===== src/rtl/vga_sync_gen.sv =====
// VGA timing generator: free-running h/v position counters, sync/blank decode,
// and a configurable output pipeline that keeps sync, data-enable and colour aligned.
module vga_sync_gen #(
    parameter int   H_ACTIVE   = 640,
    parameter int   H_FP       = 16,
    parameter int   H_SYNC     = 96,
    parameter int   H_BP       = 48,
    parameter int   V_ACTIVE   = 480,
    parameter int   V_FP       = 10,
    parameter int   V_SYNC     = 2,
    parameter int   V_BP       = 33,
    parameter logic HSYNC_POL  = 1'b0,
    parameter logic VSYNC_POL  = 1'b0,
    parameter int   COLOR_BITS = 1,
    parameter int   PIPE_DELAY = 1,
    parameter int   CNT_W      = 10,
    parameter int   FRAME_W    = 16
) (
    input  logic                    clk,
    input  logic                    rst_n,
    input  logic                    en,
    input  logic [3*COLOR_BITS-1:0] pixel,
    output logic [CNT_W-1:0]        hpos,
    output logic [CNT_W-1:0]        vpos,
    output logic                    active,
    output logic                    line_tick,
    output logic                    frame_tick,
    output logic                    hsync,
    output logic                    vsync,
    output logic                    de,
    output logic [COLOR_BITS-1:0]   red,
    output logic [COLOR_BITS-1:0]   green,
    output logic [COLOR_BITS-1:0]   blue,
    output logic [FRAME_W-1:0]      frame_count
);

    localparam int H_TOTAL = H_ACTIVE + H_FP + H_SYNC + H_BP;
    localparam int V_TOTAL = V_ACTIVE + V_FP + V_SYNC + V_BP;

    // Timing constants carried one bit wider than the counters so no comparison truncates.
    localparam logic [CNT_W:0] H_MAX = (CNT_W+1)'(H_TOTAL - 1);
    localparam logic [CNT_W:0] V_MAX = (CNT_W+1)'(V_TOTAL - 1);
    localparam logic [CNT_W:0] H_ACT = (CNT_W+1)'(H_ACTIVE);
    localparam logic [CNT_W:0] V_ACT = (CNT_W+1)'(V_ACTIVE);
    localparam logic [CNT_W:0] H_SS  = (CNT_W+1)'(H_ACTIVE + H_FP);
    localparam logic [CNT_W:0] H_SE  = (CNT_W+1)'(H_ACTIVE + H_FP + H_SYNC - 1);
    localparam logic [CNT_W:0] V_SS  = (CNT_W+1)'(V_ACTIVE + V_FP);
    localparam logic [CNT_W:0] V_SE  = (CNT_W+1)'(V_ACTIVE + V_FP + V_SYNC - 1);

    generate
        if (H_ACTIVE < 1 || H_FP < 1 || H_SYNC < 1 || H_BP < 1 ||
            V_ACTIVE < 1 || V_FP < 1 || V_SYNC < 1 || V_BP < 1 ||
            PIPE_DELAY < 1 ||
            longint'(H_TOTAL - 1) >= (longint'(1) << CNT_W) ||
            longint'(V_TOTAL - 1) >= (longint'(1) << CNT_W)) begin : g_bad_params
            $error("vga_sync_gen: illegal timing parameters");
        end
    endgenerate

    logic [CNT_W:0] h_ext;
    logic [CNT_W:0] v_ext;
    logic           h_wrap;
    logic           v_wrap;
    logic           hs_raw;
    logic           vs_raw;

    assign h_ext  = {1'b0, hpos};
    assign v_ext  = {1'b0, vpos};
    assign h_wrap = (h_ext == H_MAX);
    assign v_wrap = (v_ext == V_MAX);

    assign active     = (h_ext < H_ACT) && (v_ext < V_ACT);
    assign hs_raw     = (h_ext >= H_SS && h_ext <= H_SE) ? HSYNC_POL : ~HSYNC_POL;
    assign vs_raw     = (v_ext >= V_SS && v_ext <= V_SE) ? VSYNC_POL : ~VSYNC_POL;
    assign line_tick  = en && (h_ext == H_ACT);
    assign frame_tick = line_tick && (v_ext == V_ACT);

    always_ff @(posedge clk or negedge rst_n) begin
        // NOTE: sequential state uses non-blocking assignments so every register samples pre-edge values.
        if (!rst_n) begin
            hpos        <= '0;
            vpos        <= '0;
            frame_count <= '0;
        end else if (en) begin
            if (h_wrap) begin
                hpos <= '0;
                if (v_wrap) begin
                    vpos        <= '0;
                    frame_count <= frame_count + 1'b1;
                end else begin
                    vpos <= vpos + 1'b1;
                end
            end else begin
                hpos <= hpos + 1'b1;
            end
        end
    end

    // chain[0] is the raw (undelayed) value, chain[i] is pipeline stage i-1.
    logic [PIPE_DELAY-1:0] hs_pipe;
    logic [PIPE_DELAY-1:0] vs_pipe;
    logic [PIPE_DELAY-1:0] act_pipe;
    logic [PIPE_DELAY:0]   hs_chain;
    logic [PIPE_DELAY:0]   vs_chain;
    logic [PIPE_DELAY:0]   act_chain;
    logic                  act_in;

    assign hs_chain  = {hs_pipe, hs_raw};
    assign vs_chain  = {vs_pipe, vs_raw};
    assign act_chain = {act_pipe, active};
    assign act_in    = act_chain[PIPE_DELAY-1];

    always_ff @(posedge clk or negedge rst_n) begin
        if (!rst_n) begin
            hs_pipe  <= {PIPE_DELAY{~HSYNC_POL}};
            vs_pipe  <= {PIPE_DELAY{~VSYNC_POL}};
            act_pipe <= '0;
            red      <= '0;
            green    <= '0;
            blue     <= '0;
        end else if (en) begin
            hs_pipe  <= hs_chain[PIPE_DELAY-1:0];
            vs_pipe  <= vs_chain[PIPE_DELAY-1:0];
            act_pipe <= act_chain[PIPE_DELAY-1:0];
            // Colour is blanked using the active flag entering the final stage, so it lines up with de.
            red      <= act_in ? pixel[COLOR_BITS-1:0]              : '0;
            green    <= act_in ? pixel[2*COLOR_BITS-1:COLOR_BITS]   : '0;
            blue     <= act_in ? pixel[3*COLOR_BITS-1:2*COLOR_BITS] : '0;
        end
    end

    assign hsync = hs_pipe[PIPE_DELAY-1];
    assign vsync = vs_pipe[PIPE_DELAY-1];
    assign de    = act_pipe[PIPE_DELAY-1];

endmodule


===== config.mk =====
export PLATFORM = sky130hd
export DESIGN_NAME = vga_sync_gen
export DESIGN_NICKNAME = d
export VERILOG_FILES = /design/src/rtl/vga_sync_gen.sv
export SDC_FILE = /design/constraint.sdc
export NUM_CORES = 1
export LEC_CHECK = 0
export ABC_AREA = 0
export CORE_UTILIZATION = 45
export CTS_CLUSTER_DIAMETER = 80
export DETAILED_ROUTE_END_ITERATION = 10
export PLACE_DENSITY = 0.84
export SLEW_MARGIN = 0
export SYNTH_ARGS = -nofsm -noshare
export SYNTH_HDL_FRONTEND = slang
export SYNTH_SLANG_ARGS = --single-unit

===== constraint.sdc =====
create_clock -name clk -period 1.8 [get_ports clk]
set_clock_uncertainty 0.05 [all_clocks]
set_input_delay 0.36 -clock clk [delete_from_list [all_inputs] [get_ports clk]]
set_output_delay 0.36 -clock clk [all_outputs]
set_load 0.1 [all_outputs]

==> out/metrics.cfg <==
[run_status]
outcome=finished with violations
violations=setup timing

[synthesis]
synthesis.nets=218
synth.distinct_cells=40
synth-seq-cells=42
seq_area_frac_synth=0.4850
synth_ff_type=dfrtp_1
synth_edf_count=0
async_flop_share=1.000
yosysWarnings=0
synth_area_sq_um=2172
syn-instance-count=207
post-synth-top-area-cell=dfrtp_1
netlist.area_leader.share=0.4608
synth.avg_cell_area_sq_um=10.49
synth.area.top_cells=dfrtp_1 46%, xor2_1 7.7%, nand3_1 3.9%, nor4_2 3.5%, nand2_1 2.9%

[sta]
report.final.slew_viol_count=0
fin_crit_ns=2.413
tns_ns=-2.367
tightest_slew_ns=0.5523
hold_violations=0
setup_ws_ns=-0.6130
grt_setup_unrepaired=yes
max_freq_ghz=0.4144
setup_viol=20
max_slew_margin=0.6318
final.period_utilization=1.341

[worst_setup_path]
startpoint=vpos[7]
cp-endpoint=frame_tick
rr_startpoint=hpos[1]
critPathKind=flip-flop to primary output
start_kind=flip-flop
rrSetupSlack_ns=-0.13
cp-end-kind=primary output
rr_worst_depth=7
crit_arrival_ns=2.00
cp_max_fo=2
rr_endpoint=frame_count[7]
cp.required_ns=1.39

[power]
internal_power_mw=1.801
power_density_nw_per_um2=750.5
power.share.clock=0.206
pwr-share-seq=0.361
peakVddDrop_mv=0.7548
power.leakage_nw=1.941
p_comb_frac=0.433
netSwitchingFraction=0.4085
total_power_mw=3.044
switchingPower_mw=1.244

[routing]
via_per_inst=6.294
drc_errors=0
wl_per_cell_um=22.96
postRouteWirelength_um=8289
routed-via-count=2272
drtIter0Drc=300
drt-pass1-iter-count=4
antenna_left=0

[clock_network]
cts_tree=done
cts_buffer_depth=2
cts_sinks=42
htreeDepth=2
path_clk_slew_ns=0.09
root_buffer=clkbuf_8
ctsHoldBuffers=0
cts_buffers=5
clk_latency_ns=0.31

[die]
die_h_um=71.48
std_cell_rows=24
die_x_um=71.48
start_util=0.4822
dieArea_sq_um=5109
ios=51
core_sq_um=4504

[finish]
finish.utilization=0.9006
area_growth_pct=86.75
drive_gt1_frac=0.5922
mostFrequentLayoutCells=47 x buf_12, 40 x buf_4, 24 x dfrtp_2
finalNonFillerCells=361
antenna_cells=0
fill_cells=155
finalNetCount=319
layout_commonest_cell=buf_12

[hold_path]
hold_class=input port to asynchronous set/reset pin

[global_routing]
grt_max_degree=43
grt-ovfl-total=0
grt_pass1_wl_um=11070
grt_pass1_vias=2122
antenna_found_initial=0
grt.total_usage=0.2926

[placed_design]
portBuffers=50
placedCellCount=341
dpl.hpwl_um=4194
gp_congestion=0.9192

[job]
drv_cap=0

-- repair_timing --
action | 4_1_cts | 5_1_grt
gates cloned | 2 | 0
pin swaps | 17 | 10
resized for setup | 38 | 21
setup endpoints to repair | 28 | 28
setup buffers | 7 | 7
-- per-stage QoR --
| step | worst slack, ns | hold slack, ns | area [sq um] |
|---|---|---|---|
| global placement | -0.3817 | 0.4057 | 3623 |
| detailed placement | -0.4309 | 0.4130 | 3623 |
| finish | -0.6130 | 0.07238 | 4056 |
| floorplan | -1.195 | 0.01441 | 2365 |
| global route | -0.6396 | 0.1168 | 4056 |
| CTS | -0.5897 | 0.09045 | 3941 |
-- synth_stat cells, types with 2 or more instances --
cell type  count
dfrtp_1       40
clkbuf_1       2
buf_2          2
nor4_2         6
dfstp_2        2
nand3b_1       2
a21oi_1        3
mux2_2         2
nand4_1        7
inv_1         11
mux2i_1        2
nand2_1       17
buf_4          2
buf_1          2
o21ai_0       10
nor4_1         2
xnor2_1        7
xor2_1        19
and3_1         8
nor3_1        10
nor2_1         6
nand3_1       17
and4_1         5
ha_1           5
o22ai_1        3
-- worst min-delay path by stage --
stage           from       to  slack [ns]  cells after the start
3_5_place_dp   rst_n  hpos[1]        0.41                      2
5_1_grt        rst_n       de        0.12                      2
3_3_place_gp   rst_n  hpos[0]        0.41                      2
2_1_floorplan  rst_n     blue        0.01                      0
4_1_cts        rst_n       de        0.09                      2
6_report       rst_n       de        0.07                      2
-- cell type report --
| cell class | count | area, sq um | share of cell area |
|---|---|---|---|
| Multi-Input combinational cell | 145 | 1310 | 0.3229 |
| Sequential cell | 42 | 1114 | 0.2745 |
| Timing Repair Buffer | 103 | 1433 | 0.3532 |
| Inverter | 11 | 55.05 | 0.01357 |
| Clock buffer | 8 | 80.08 | 0.01974 |
| Tap cell | 52 | 65.06 | 0.01604 |
-- logic make-up after synthesis --
family | count (synthesis) | synth area share
AND/OR/NAND/NOR | 92 | 0.2725
AO/OA/AOI/OAI | 18 | 0.04666
buffers and inverters | 20 | 0.04263
adder cells (fa/ha/maj) | 5 | 0.02880
flip-flops | 42 | 0.4850
multiplexers | 4 | 0.01958
XOR/XNOR | 26 | 0.1048
-- state kept, by name, indices dropped and copies added, names as in the netlist --
signal	flops
frame_count	16
hpos	10
vpos	10
blue	1
de	1
green	1
hsync	1
red	1
vsync	1
-- worst max-delay path, cell delays in order, from the launching register on --
cell     delay [ns]
dfrtp_4        0.42
and3_4         0.20
nand2_4        0.05
or4_4          0.45
nor4b_4        0.35
buf_12         0.22
-- per-layer routing --
layer,share of wire,track usage
met2,0.50,0.4635
met1,0.38,0.3682
met5,0,0
met4,0.041,0.1481
met3,0.078,0.08439
-- power by group through the flow --
stage / Sequential [mW] / Combinational (mW) / Clock, mW
3_3_place_gp: 1.09 / 1.15 / 0
3_5_place_dp: 1.09 / 1.16 / 0
2_1_floorplan: 1.59 / 0.168 / 0
5_1_grt: 1.11 / 1.35 / 0.666
4_1_cts: 1.08 / 1.20 / 0.590
6_report: 1.10 / 1.32 / 0.626
Power figures use the tool's default switching activity.
